$ cat config.mk
export PLATFORM = sky130hd
export DESIGN_NAME = pwm_audio_out
export DESIGN_NICKNAME = d
export VERILOG_FILES = /design/src/rtl/audio_pkg.sv /design/src/rtl/audio_modulator.sv /design/src/rtl/pwm_audio_out.sv
export SDC_FILE = /design/constraint.sdc
export NUM_CORES = 1
export LEC_CHECK = 0
export ABC_AREA = 0
export ABC_CLOCK_PERIOD_IN_PS = 3640
export CORE_MARGIN = 5
export CORE_UTILIZATION = 30
export DETAILED_ROUTE_END_ITERATION = 8
export PLACE_DENSITY = 0.43
export SYNTH_ARGS = -nofsm -noshare
export SYNTH_HDL_FRONTEND = slang
export SYNTH_SLANG_ARGS = --single-unit
$ cat constraint.sdc
create_clock -name clk_in -period 3.64 [get_ports clk_in]
set_input_delay 1.092 -clock clk_in [delete_from_list [all_inputs] [get_ports clk_in]]
set_output_delay 1.092 -clock clk_in [all_outputs]
set_load 0.005 [all_outputs]
$ cat src/rtl/audio_pkg.sv
// Shared constants and helpers for the PWM audio output stage.
//   SAMPLE_W  : width of the signed generator amplitude
//   DUTY_W    : width of the PWM duty / counter
//   MIDSCALE  : duty value for silence (50 % density)
//   to_offset : signed two's-complement sample -> unsigned offset-binary duty
package audio_pkg;

    localparam int unsigned SAMPLE_W = 8;
    localparam int unsigned DUTY_W   = 8;
    localparam logic [DUTY_W-1:0] MIDSCALE = 8'd128;

    // Flipping the sign bit maps -128..127 onto 0..255 without an adder.
    function automatic logic [DUTY_W-1:0] to_offset(input logic signed [SAMPLE_W-1:0] s);
        return {~s[SAMPLE_W-1], s[SAMPLE_W-2:0]};
    endfunction

endpackage

$ cat src/rtl/audio_modulator.sv
// 1-bit output modulator driven by the frame-synchronous duty value.
// Build option: define PWM_AUDIO_DELTA_SIGMA_EN to replace the PWM compare
// with a first-order delta-sigma modulator (same average density).
// Ports:
//   clk_in, rst_in : clock, asynchronous active-high reset
//   enable_in      : low forces the pin to 0 and clears modulator state
//   pwm_cnt        : free-running frame counter from the top
//   duty_act       : active duty, stable for a whole frame
//   audio_out      : registered 1-bit audio pin
module audio_modulator
    import audio_pkg::*;
(
    input  logic              clk_in,
    input  logic              rst_in,
    input  logic              enable_in,
    input  logic [DUTY_W-1:0] pwm_cnt,
    input  logic [DUTY_W-1:0] duty_act,
    output logic              audio_out
);

`ifdef PWM_AUDIO_DELTA_SIGMA_EN

    // Frame counter is not needed by the delta-sigma variant.
    logic unused_pwm_cnt;
    assign unused_pwm_cnt = ^pwm_cnt;

    logic [DUTY_W:0] acc;

    // Carry out of the 8-bit accumulator is the output bit; density = duty/256.
    always_ff @(posedge clk_in or posedge rst_in) begin
        if (rst_in) begin
            acc       <= '0;
            audio_out <= 1'b0;
        end else if (!enable_in) begin
            acc       <= '0;
            audio_out <= 1'b0;
        end else begin
            acc       <= {1'b0, acc[DUTY_W-1:0]} + {1'b0, duty_act};
            audio_out <= acc[DUTY_W];
        end
    end

`else

    // Unsigned 8-bit compare: duty 0 -> never high, duty 255 -> 255 of 256.
    always_ff @(posedge clk_in or posedge rst_in) begin
        if (rst_in) begin
            audio_out <= 1'b0;
        end else begin
            audio_out <= enable_in && (pwm_cnt < duty_act);
        end
    end

`endif

endmodule

$ cat src/rtl/pwm_audio_out.sv
// Sample-rate master and 1-bit audio output stage.
// Issues the periodic step strobe to the tone generators, captures their
// amplitude a fixed delay later, and reloads the modulator duty only at
// frame boundaries so the output never glitches mid-frame.
// Build option: PWM_AUDIO_DELTA_SIGMA_EN (see audio_modulator).
// Ports:
//   clk_in, rst_in : clock, asynchronous active-high reset
//   enable_in      : run/stop; low stops strobes and forces midscale/idle
//   sample_in      : signed 8-bit amplitude from the generator
//   step_out       : one-cycle sample strobe to the generators
//   audio_out      : registered PWM/PDM bit to the pin
//   frame_out      : one-cycle pulse in the cycle the new duty goes live
module pwm_audio_out
    import audio_pkg::*;
#(
    parameter int unsigned STEP_PERIOD   = 2272,
    parameter int unsigned CAPTURE_DELAY = 3
) (
    input  logic                clk_in,
    input  logic                rst_in,
    input  logic                enable_in,
    input  logic [SAMPLE_W-1:0] sample_in,
    output logic                step_out,
    output logic                audio_out,
    output logic                frame_out
);

    localparam int unsigned DIV_W = 16;
    localparam logic [DIV_W-1:0]  DIV_LAST = DIV_W'(STEP_PERIOD - 1);
    localparam logic [DUTY_W-1:0] PWM_LAST = '1;

    logic [DIV_W-1:0]         div_cnt;
    logic [CAPTURE_DELAY-1:0] cap_pipe;
    logic [DUTY_W-1:0]        hold;
    logic [DUTY_W-1:0]        duty_act;
    logic [DUTY_W-1:0]        pwm_cnt;

    logic div_last_c;
    logic capture_c;
    logic frame_end_c;

    assign div_last_c  = (div_cnt == DIV_LAST);
    assign capture_c   = cap_pipe[CAPTURE_DELAY-1];
    assign frame_end_c = (pwm_cnt == PWM_LAST);

    // Sample-rate divider and step strobe.
    always_ff @(posedge clk_in or posedge rst_in) begin
        if (rst_in) begin
            div_cnt  <= '0;
            step_out <= 1'b0;
        end else if (!enable_in) begin
            div_cnt  <= '0;
            step_out <= 1'b0;
        end else begin
            div_cnt  <= div_last_c ? '0 : div_cnt + DIV_W'(1);
            step_out <= div_last_c;
        end
    end

    // Delay line giving the generators time to produce the new amplitude.
    always_ff @(posedge clk_in or posedge rst_in) begin
        if (rst_in) begin
            cap_pipe <= '0;
        end else if (!enable_in) begin
            cap_pipe <= '0;
        end else begin
            cap_pipe <= (cap_pipe << 1) | CAPTURE_DELAY'(step_out);
        end
    end

    // Captured sample in offset binary, waiting for the next frame boundary.
    always_ff @(posedge clk_in or posedge rst_in) begin
        if (rst_in) begin
            hold <= MIDSCALE;
        end else if (!enable_in) begin
            hold <= MIDSCALE;
        end else if (capture_c) begin
            hold <= to_offset(sample_in);
        end
    end

    // Frame counter and frame-synchronous duty reload; a capture landing on
    // the reload edge is picked up one frame later (reload sees old hold).
    always_ff @(posedge clk_in or posedge rst_in) begin
        if (rst_in) begin
            pwm_cnt   <= '0;
            duty_act  <= MIDSCALE;
            frame_out <= 1'b0;
        end else if (!enable_in) begin
            pwm_cnt   <= '0;
            duty_act  <= MIDSCALE;
            frame_out <= 1'b0;
        end else begin
            pwm_cnt   <= pwm_cnt + DUTY_W'(1);
            frame_out <= frame_end_c;
            if (frame_end_c) begin
                duty_act <= hold;
            end
        end
    end

    audio_modulator u_mod (
        .clk_in    (clk_in),
        .rst_in    (rst_in),
        .enable_in (enable_in),
        .pwm_cnt   (pwm_cnt),
        .duty_act  (duty_act),
        .audio_out (audio_out)
    );

endmodule

==> results of run 1 <==
## sequential cells by signal (all words and copies together) (netlist names)
register,flops
duty_act,8
cap_pipe,3
u_mod.audio_out,1
div_cnt,16
hold,8
pwm_cnt,8
frame_out,1
step_out,1
## stage by stage
stage	hold WS, ns	std cells	util
after floorplan	0.434	195	-
after global placement	0.446	301	0.345
after detailed placement	0.455	301	0.345
after CTS	0.474	308	0.357
after global routing	0.497	308	0.357
final	0.469	308	0.357
## layout make-up
| class | count | area (sq um) |
|---|---|---|
| repair buffers | 14 | 138 |
| multi-input cells | 134 | 893 |
| well taps | 96 | 120 |
| clock inverters | 2 | 10.0 |
| clock buffers | 5 | 68.8 |
| inverters | 11 | 41.3 |
| fillers | 691 | 4370 |
| flip-flops and latches | 46 | 1150 |
## logic make-up (layout without fill, tap and decap cells)
| group | after synthesis | count (layout) |
|---|---|---|
| AND/OR/NAND/NOR | 80 | 80 |
| flip-flops | 46 | 46 |
| AO/OA/AOI/OAI | 21 | 21 |
| XOR/XNOR | 17 | 17 |
| buffers and inverters | 15 | 32 |
| adder cells (fa/ha/maj) | 9 | 9 |
| multiplexers | 7 | 7 |
## cells in the mapped netlist (2+ instances only)
cell,instances,area [sq um]
sky130_fd_sc_hd__mux2i_1,7,70.1
sky130_fd_sc_hd__nor4b_1,2,17.5
sky130_fd_sc_hd__a21oi_1,6,30.0
sky130_fd_sc_hd__xor2_1,7,61.3
sky130_fd_sc_hd__ha_1,9,113
sky130_fd_sc_hd__a22o_1,7,61.3
sky130_fd_sc_hd__o21ai_0,4,20.0
sky130_fd_sc_hd__nor2b_1,2,12.5
sky130_fd_sc_hd__xnor2_1,10,87.6
sky130_fd_sc_hd__nor2_1,30,113
sky130_fd_sc_hd__inv_1,11,41.3
sky130_fd_sc_hd__dfrtp_1,44,1100
sky130_fd_sc_hd__dfstp_2,2,52.6
sky130_fd_sc_hd__nor4_1,4,25.0
sky130_fd_sc_hd__nand3_1,7,35.0
sky130_fd_sc_hd__clkbuf_1,3,11.3
sky130_fd_sc_hd__nand4_1,5,31.3
sky130_fd_sc_hd__nand2_1,10,37.5
sky130_fd_sc_hd__and2_1,4,25.0
sky130_fd_sc_hd__nor3_1,4,20.0
## metal layers
layer | part of all wire | wire length [um] | vias to the layer above
li1 | - | - | 704
met2 | 0.43 | 1790 | 23
met4 | 0.014 | 59 | 0
met5 | 0 | 0 | -
met1 | 0.52 | 2160 | 703
met3 | 0.042 | 174 | 6
## where the power goes
| group | switching (mW) | internal [mW] |
|---|---|---|
| combinational | 0.0267 | 0.0193 |
| sequential | 0.00648 | 0.517 |
| clock | 0.168 | 0.129 |
## path summary, 6_finish.rpt
| check | cells past startpoint | slack [ns] | end |
|---|---|---|---|
| worst max-delay path | 5 | 1.02 | duty_act[7] |
| worst min-delay path | 1 | 0.47 | cap_pipe[1] |
| worst max register to register | 4 | 1.87 | div_cnt[15] |
| worst min register to register | 1 | 0.47 | cap_pipe[1] |
| max in group asynchronous | 2 | 1.72 | div_cnt[1] |
| min in group asynchronous | 2 | 1.32 | hold[3] |
## critical path: cells and delay by family
kind	cells	cell delay [ns]
simple gates	2	0.93
buf+inv	2	0.76
compound gates	1	0.05
==> impl_metrics.ini, run 1 <==
[outcome]
outcome = finished clean

[logic_synthesis]
seq_total_area_yosys = 0.548
synth_enable_flop_cells = 0
synth_top_family_by_area = simple AND/OR/NAND/NOR gates
async_flop_share = 1.00
ys_dominant_reg_cell = sky130_fd_sc_hd__dfrtp_1
mappedNetlistNets = 215
synth.mux.area_fraction = 0.0333
synth_warnings = 0
synth_xor_xnor_area_share = 0.0708
yosysUniqueCellTypes = 37
synth-compound-area-share = 0.0678
synthSimpleGateAreaFrac = 0.199
ys_ff_latch = 46
netlist_area_sq_um = 2100
syn_area_per_cell_sq_um = 10.8
synthAdderAreaFrac = 0.0535
postSynthCellCount = 195

[worst_setup_path]
worst_path_largest_cell_delay_ns = 0.72
cp_data_arrival_time_ns = 2.83
start_to_end_type_of_the_worst_setup_path = input port to flop
worst-path-max-fanout = 9
timing.critical_path.to_type = flop
cp_cell_sequence = clkdlybuf4s50_1, inv_1, nor4_2, nor2b_1, a21oi_1
cp-startpoint = enable_in
crit_required_ns = 3.85
worstSetupStartpointType = input port
crit-reg2reg-launch = div_cnt[2]
timing.critical_path.slowest_stage_cell = sky130_fd_sc_hd__nor4_2

[sta]
timing.final.hold_violations = 0
timing.final.crit_period_ns = 2.62
max_slew_margin = 0.368
max_slew.worst_pin.slew_ns = 0.947
final_min_period_over_clock_period = 0.721
unrepaired_setup_endpoints_after_global_routing = no
finClkSkew_ns = 0.00567
worst_slack_ns = 1.02
timing_max_transition_violations_final = 0
clock.fmax_mhz = 381
report.final.setup_viol = 0
tns_ns = 0

[floorplanning]
fp.dieH_um = 93.7
initial_core_util = 0.310
i_o_pin_count = 14
standard_cell_rows = 30
die_width_um = 93.7
coreArea_sq_um = 6790
die_area_sq_um = 8790

[global_route]
busiest_layer = met1
grt_max_degree = 47
grt_antenna_before_repair = 0
global_route.usage.met1 = 0.153
grt_pass1_vias = 1484
met2_capacity_usage_during_global_routing = 0.150
met3_usage = 0.0321
globalRouteOverflowTotal = 0
first_pass_grt_wire_length_mm = 7.37
grt_util_all_layers = 0.106

[layout]
flow.area_growth_from_synthesis_pct = 15.3
mostFrequentLayoutCells = 44 x sky130_fd_sc_hd__dfrtp_1, 30 x sky130_fd_sc_hd__nor2_1, 13 x sky130_fd_sc_hd__clkdlybuf4s50_1
mostFrequentLayoutCell = sky130_fd_sc_hd__dfrtp_1
layout-drive-gt1-share = 0.0849
antenna_cells = 0
post-route-cell-area_sq_um = 2420
final_nets = 232

[routing]
drtIter0Drc = 67
via_per_inst = 4.66
detail-route-antenna-nets = 0
aggregate_routed_wire_length_mm = 4.19
detail_route.first_pass.iterations = 4
routed-via-count = 1436
drc = 0
detail_route.wl_per_cell_um = 13.6

[worst_hold_path]
hp-start = cap_pipe[0]
min_path_type = flop to flop

[clocking]
cts_tree = built
clock_path_buffers = 2
post_cts_resize_count = 0
clk_latency_ns = 0.29
clk_transition_reported_paths_ns = 0.09
tritoncts_num_sinks = 46
cts.root.buffer_cell = sky130_fd_sc_hd__clkbuf_8
cts_hold_buf = 0
number_of_h_tree_levels = 2
numCtsBuffers = 5
cts_post_setup_buffers_inserted = 0

[power_and_ir_drop]
static_leakage_nw = 1.02
powerDensity_nw_per_um2 = 357
power.ir.vdd_worst_v = 0.000150
total_power_uw = 866

[placed_design]
postPlaceCellArea_sq_um = 2350
pre_cts_ws_ns = 0.671
gpl.final_weighted_congestion = 0.796
detailedPlacementHpwl_mm = 2.99
port-buffer-count = 13

[job]
cap_violations = 0
Power figures use the tool's default switching activity.
==> run 2, diff against run 1 <==
Settings changed: ABC_CLOCK_PERIOD_IN_PS 3640 to 2700.
Clock period 3.64 ns to 2.7 ns, I/O delays scaled along.
==> run 2 against run 1 <==
  * Count of clock-buffer cells in the layout did not move
  * Sequential share of layout area fell by 0.80 points
  * Clock power rose by 42%
  * Die area did not move
  * Worst setup slack got worse by 0.30 ns
  * Critical endpoint is now duty_act[0]
  * Highest routed layer unchanged
==> impl_metrics.ini, run 2 (synthesis results as in run 1) <==
[sta]
worst_hold_slack_ns = 0.461
report.final.setup_viol = 0
max_slew_margin = 0.573
timing_max_transition_violations_final = 0
tns_ns = 0
unrepaired_setup_endpoints_after_global_routing = no
timing.final.hold_violations = 0
max_slew.worst_pin.slew_ns = 0.638
clock.fmax_mhz = 505
timing.final.crit_period_ns = 1.98
worst_slack_ns = 0.720
final_min_period_over_clock_period = 0.733
finClkSkew_ns = 0.0123

[worst_setup_path]
worstSetupStartpointType = input port
worst-path-max-fanout = 9
critPathTopFamily = compound AO/OA/AOI/OAI gates
cp_cell_sequence = clkdlybuf4s50_1, inv_1, a31oi_1, a22o_1
worst_path_largest_cell_delay_ns = 0.54
timing.critical_path.to_type = flop
number_of_buffers_and_inverters_on_the_critical_path = 2
crit_required_ns = 2.94
cp_data_arrival_time_ns = 2.22
start_to_end_type_of_the_worst_setup_path = input port to flop
timing.critical_path.slowest_stage_cell = sky130_fd_sc_hd__a31oi_1

[layout]
final_nets = 236
largest_register_ffs = 16
mostFrequentLayoutCell = sky130_fd_sc_hd__dfrtp_1
flow.area_growth_from_synthesis_pct = 17.3
post-route-cell-area_sq_um = 2470
final-instance-count-excl-fill = 313
final_core_util = 0.363
antenna_cells = 0
max_flop_register = div_cnt
layout-drive-gt1-share = 0.106
mostFrequentLayoutCells = 44 x sky130_fd_sc_hd__dfrtp_1, 30 x sky130_fd_sc_hd__nor2_1, 13 x sky130_fd_sc_hd__clkdlybuf4s50_1
final.fill_count = 684

[power_and_ir_drop]
static_leakage_nw = 1.04
p_int_uw = 908
combPwrFrac = 0.055
power.clock.fraction = 0.354
power.switching_uw = 287
seqPwrFrac = 0.590
total_power_mw = 1.19
power.ir.vdd_worst_v = 0.000182
netSwitchingFraction = 0.240
powerDensity_nw_per_um2 = 484

[global_route]
grt_max_degree = 19
first_pass_grt_wire_length_mm = 7.56
grt_pass1_vias = 1547
globalRouteOverflowTotal = 0
grt_antenna_before_repair = 0
grt_util_all_layers = 0.110

[routing]
detail-route-antenna-nets = 0
drtIter0Drc = 48
aggregate_routed_wire_length_mm = 4.37
detail_route.first_pass.iterations = 4
drc = 0
via_per_inst = 4.62
routed-via-count = 1446
detail_route.wl_per_cell_um = 13.9

[floorplanning]
initial_core_util = 0.310
fp.dieH_um = 93.7
i_o_pin_count = 14
die_area_sq_um = 8790
coreArea_sq_um = 6790
standard_cell_rows = 30
die_width_um = 93.7

[placed_design]
port-buffer-count = 13
gpl.final_weighted_congestion = 0.778
detailedPlacementHpwl_mm = 3.29
placed_cells_incl_taps = 305
pre_cts_ws_ns = 0.384
postPlaceCellArea_sq_um = 2380

[clocking]
cts_tree = built
number_of_h_tree_levels = 2
clk_latency_ns = 0.30
cts_hold_buf = 0
cts_post_setup_buffers_inserted = 0
clock_path_buffers = 2
clk_transition_reported_paths_ns = 0.09
numCtsBuffers = 5
tritoncts_num_sinks = 46
cts.root.buffer_cell = sky130_fd_sc_hd__clkbuf_8
post_cts_resize_count = 0

[job]
cap_violations = 0

[worst_hold_path]
min_path_type = flop to flop

[outcome]
outcome = finished clean
-- run 2: worst paths after layout --
kind / startpoint / to / slack [ns] / depth (start not counted)
setup / recovery: enable_in / duty_act[0] / 0.72 / 4
hold / removal: cap_pipe[1] / cap_pipe[2] / 0.46 / 1
setup reg to reg: div_cnt[2] / div_cnt[15] / 0.90 / 4
hold reg to reg: cap_pipe[1] / cap_pipe[2] / 0.46 / 1
max in group asynchronous: rst_in / duty_act[7] / 1.30 / 3
min in group asynchronous: rst_in / cap_pipe[2] / 0.80 / 2
-- run 2: area by class of cell --
cell class / count / area [sq um] / area share
Clock buffer: 5 / 68.8 / 0.0279
Clock inverter: 3 / 21.3 / 0.00863
Inverter: 11 / 41.3 / 0.0167
Multi-Input combinational cell: 134 / 893 / 0.362
Sequential cell: 46 / 1150 / 0.468
Tap cell: 96 / 120 / 0.0487
Timing Repair Buffer: 18 / 168 / 0.0680
-- run 2: power by group through the flow --
stage / combinational, mW / clock (mW) / sequential, mW
global route: 0.0777 / 0.471 / 0.707
CTS: 0.0687 / 0.436 / 0.705
global placement: 0.0663 / 0 / 0.719
detailed placement: 0.0686 / 0 / 0.719
floorplan: 0.0346 / 0 / 0.717
finish: 0.0661 / 0.423 / 0.705
-- run 2: routing by layer --
layer  track usage  routed length, um  vias to the layer above
met2         0.175               2000                       21
met4        0.0325                 59                        0
met5             0                  0                        -
met3        0.0304                159                        5
met1         0.145               2150                      707
li1              -                  -                      713
==> run 3, diff against run 2 <==
Settings changed: ABC_CLOCK_PERIOD_IN_PS 2700 to 2000.
Clock period 2.7 ns to 2 ns, I/O delays scaled along.
==> run 3 against run 2 <==
  * Sequential share of layout area decreased by 0.68 points
  * Cell area rose by 1.5%
  * Global-route usage down 0.66 points
  * Sequential power rose by 35%
  * Core utilization rose by 0.53 points
  * Worst hold slack gained 0.0073 ns
  * Clock power is 33% higher
  * First-iteration DRC count shrank 6.3%
  * Combinational power is 45% higher
  * Clock skew decreased by 0.0081 ns
  * Routed wire length is 5.4% lower
  * Largest power group unchanged
  * Highest routed layer unchanged
==> impl_metrics.ini, run 3 (synthesis results as in run 1) <==
[outcome]
outcome = finished clean

[floorplanning]
standard_cell_rows = 30
i_o_pin_count = 14
fp.dieH_um = 93.7
initial_core_util = 0.310
die_width_um = 93.7
coreArea_sq_um = 6790
die_area_sq_um = 8790

[routing]
detail_route.wl_per_cell_um = 13.1
drtIter0Drc = 45
via_per_inst = 4.67
aggregate_routed_wire_length_mm = 4.13
detail-route-antenna-nets = 0
routed-via-count = 1477
detail_route.first_pass.iterations = 4
drc = 0

[clocking]
cts_tree = built
post_cts_resize_count = 0
clk_latency_ns = 0.29
clk_transition_reported_paths_ns = 0.08
numCtsBuffers = 5
tritoncts_num_sinks = 46
number_of_h_tree_levels = 2
clock_path_buffers = 2
cts.root.buffer_cell = sky130_fd_sc_hd__clkbuf_8
cts_hold_buf = 0
cts_post_setup_buffers_inserted = 0

[layout]
layout-drive-gt1-share = 0.114
final.fill_count = 697
antenna_cells = 0
multiInputGateArea_sq_um = 893
max_flop_register = div_cnt
post-route-cell-area_sq_um = 2500
mostFrequentLayoutCells = 44 x sky130_fd_sc_hd__dfrtp_1, 30 x sky130_fd_sc_hd__nor2_1, 13 x sky130_fd_sc_hd__clkdlybuf4s50_1
flow.area_growth_from_synthesis_pct = 19.0
mostFrequentLayoutCell = sky130_fd_sc_hd__dfrtp_1
final_nets = 239
final-instance-count-excl-fill = 316
largest_register_ffs = 16
seq_area_sq_um = 1150

[worst_setup_path]
worstSetupStartpointType = flop
r2r_cells = 4
crit_required_ns = 2.21
cp_data_arrival_time_ns = 1.96
timing.critical_path.to_type = flop
r2r_end = div_cnt[15]
crit-reg2reg-launch = div_cnt[2]
start_to_end_type_of_the_worst_setup_path = flop to flop
setup.reg_to_reg.worst_slack_ns = 0.25
worst-path-max-fanout = 6

[sta]
clock.fmax_mhz = 570
timing_max_transition_violations_final = 0
final_min_period_over_clock_period = 0.877
max_slew_margin = 0.696
report.final.setup_viol = 0
unrepaired_setup_endpoints_after_global_routing = no
timing.final.crit_period_ns = 1.75
timing.final.hold_violations = 0
finClkSkew_ns = 0.00422
max_slew.worst_pin.slew_ns = 0.454
tns_ns = 0

[global_route]
grt_antenna_before_repair = 0
grt_pass1_vias = 1490
grt_util_all_layers = 0.103
first_pass_grt_wire_length_mm = 7.18
globalRouteOverflowTotal = 0
grt_max_degree = 28

[power_and_ir_drop]
powerDensity_nw_per_um2 = 644
static_leakage_nw = 1.06
power.ir.vdd_worst_v = 0.000296

[worst_hold_path]
hp-start = cap_pipe[1]
min_path_type = flop to flop
worst_hold_path.endpoint = cap_pipe[2]
worst_hold_path.num_cells = 1

[placed_design]
postPlaceCellArea_sq_um = 2410
placed_cells_incl_taps = 308
port-buffer-count = 13
gpl.final_weighted_congestion = 0.766
detailedPlacementHpwl_mm = 3.20

[job]
cap_violations = 0
## run 3: worst max-delay path by stage
| stage | from | to | slack, ns | cells after the start |
|---|---|---|---|---|
| CTS | div_cnt[0] | div_cnt[12] | 0.22 | 5 |
| global placement | enable_in | duty_act[7] | 0.1 | 6 |
| detailed placement | enable_in | duty_act[7] | 0.08 | 6 |
| global route | div_cnt[0] | div_cnt[12] | 0.06 | 5 |
| finish | div_cnt[2] | div_cnt[15] | 0.25 | 4 |
| floorplan | rst_in | cap_pipe[0] | 0.32 | 1 |
## run 3: per-stage QoR
step	setup slack, ns	hold slack, ns	util	total power [mW]
floorplan	0.316	0.434	-	1.01
detailed placement	0.0825	0.458	0.355	1.07
CTS	0.222	0.478	0.368	1.64
global placement	0.0951	0.460	0.355	1.07
global route	0.0628	0.492	0.368	1.69
finish	0.246	0.469	0.368	1.61
## run 3: layout make-up
class | instances | area share
timing repair buffer | 21 | 0.0810
sequential | 46 | 0.461
tap | 96 | 0.0480
inverter | 11 | 0.0165
clock inverter | 1 | 0.00200
clock buffer | 7 | 0.0345
multi-input combinational | 134 | 0.357
## run 3: worst max-delay path: stages, from the launching register on
cell and delay (ns):
sky130_fd_sc_hd__dfrtp_1 0.47, sky130_fd_sc_hd__nand3_2 0.15, sky130_fd_sc_hd__or3_4 0.44, sky130_fd_sc_hd__or4_1 0.47, sky130_fd_sc_hd__a21oi_1 0.15
## run 3: power breakdown
group	switching (mW)	internal [mW]	total, mW
registers	0.0120	0.940	0.952
logic	0.0508	0.0447	0.0956
clock network	0.284	0.279	0.563
## run 3: per-layer routing
layer	global-route usage	up-vias	share of wire
met5	0	-	0
met4	0.0289	0	0.010
met3	0.0264	4	0.029
met2	0.156	19	0.45
met1	0.146	733	0.51
li1	-	721	-
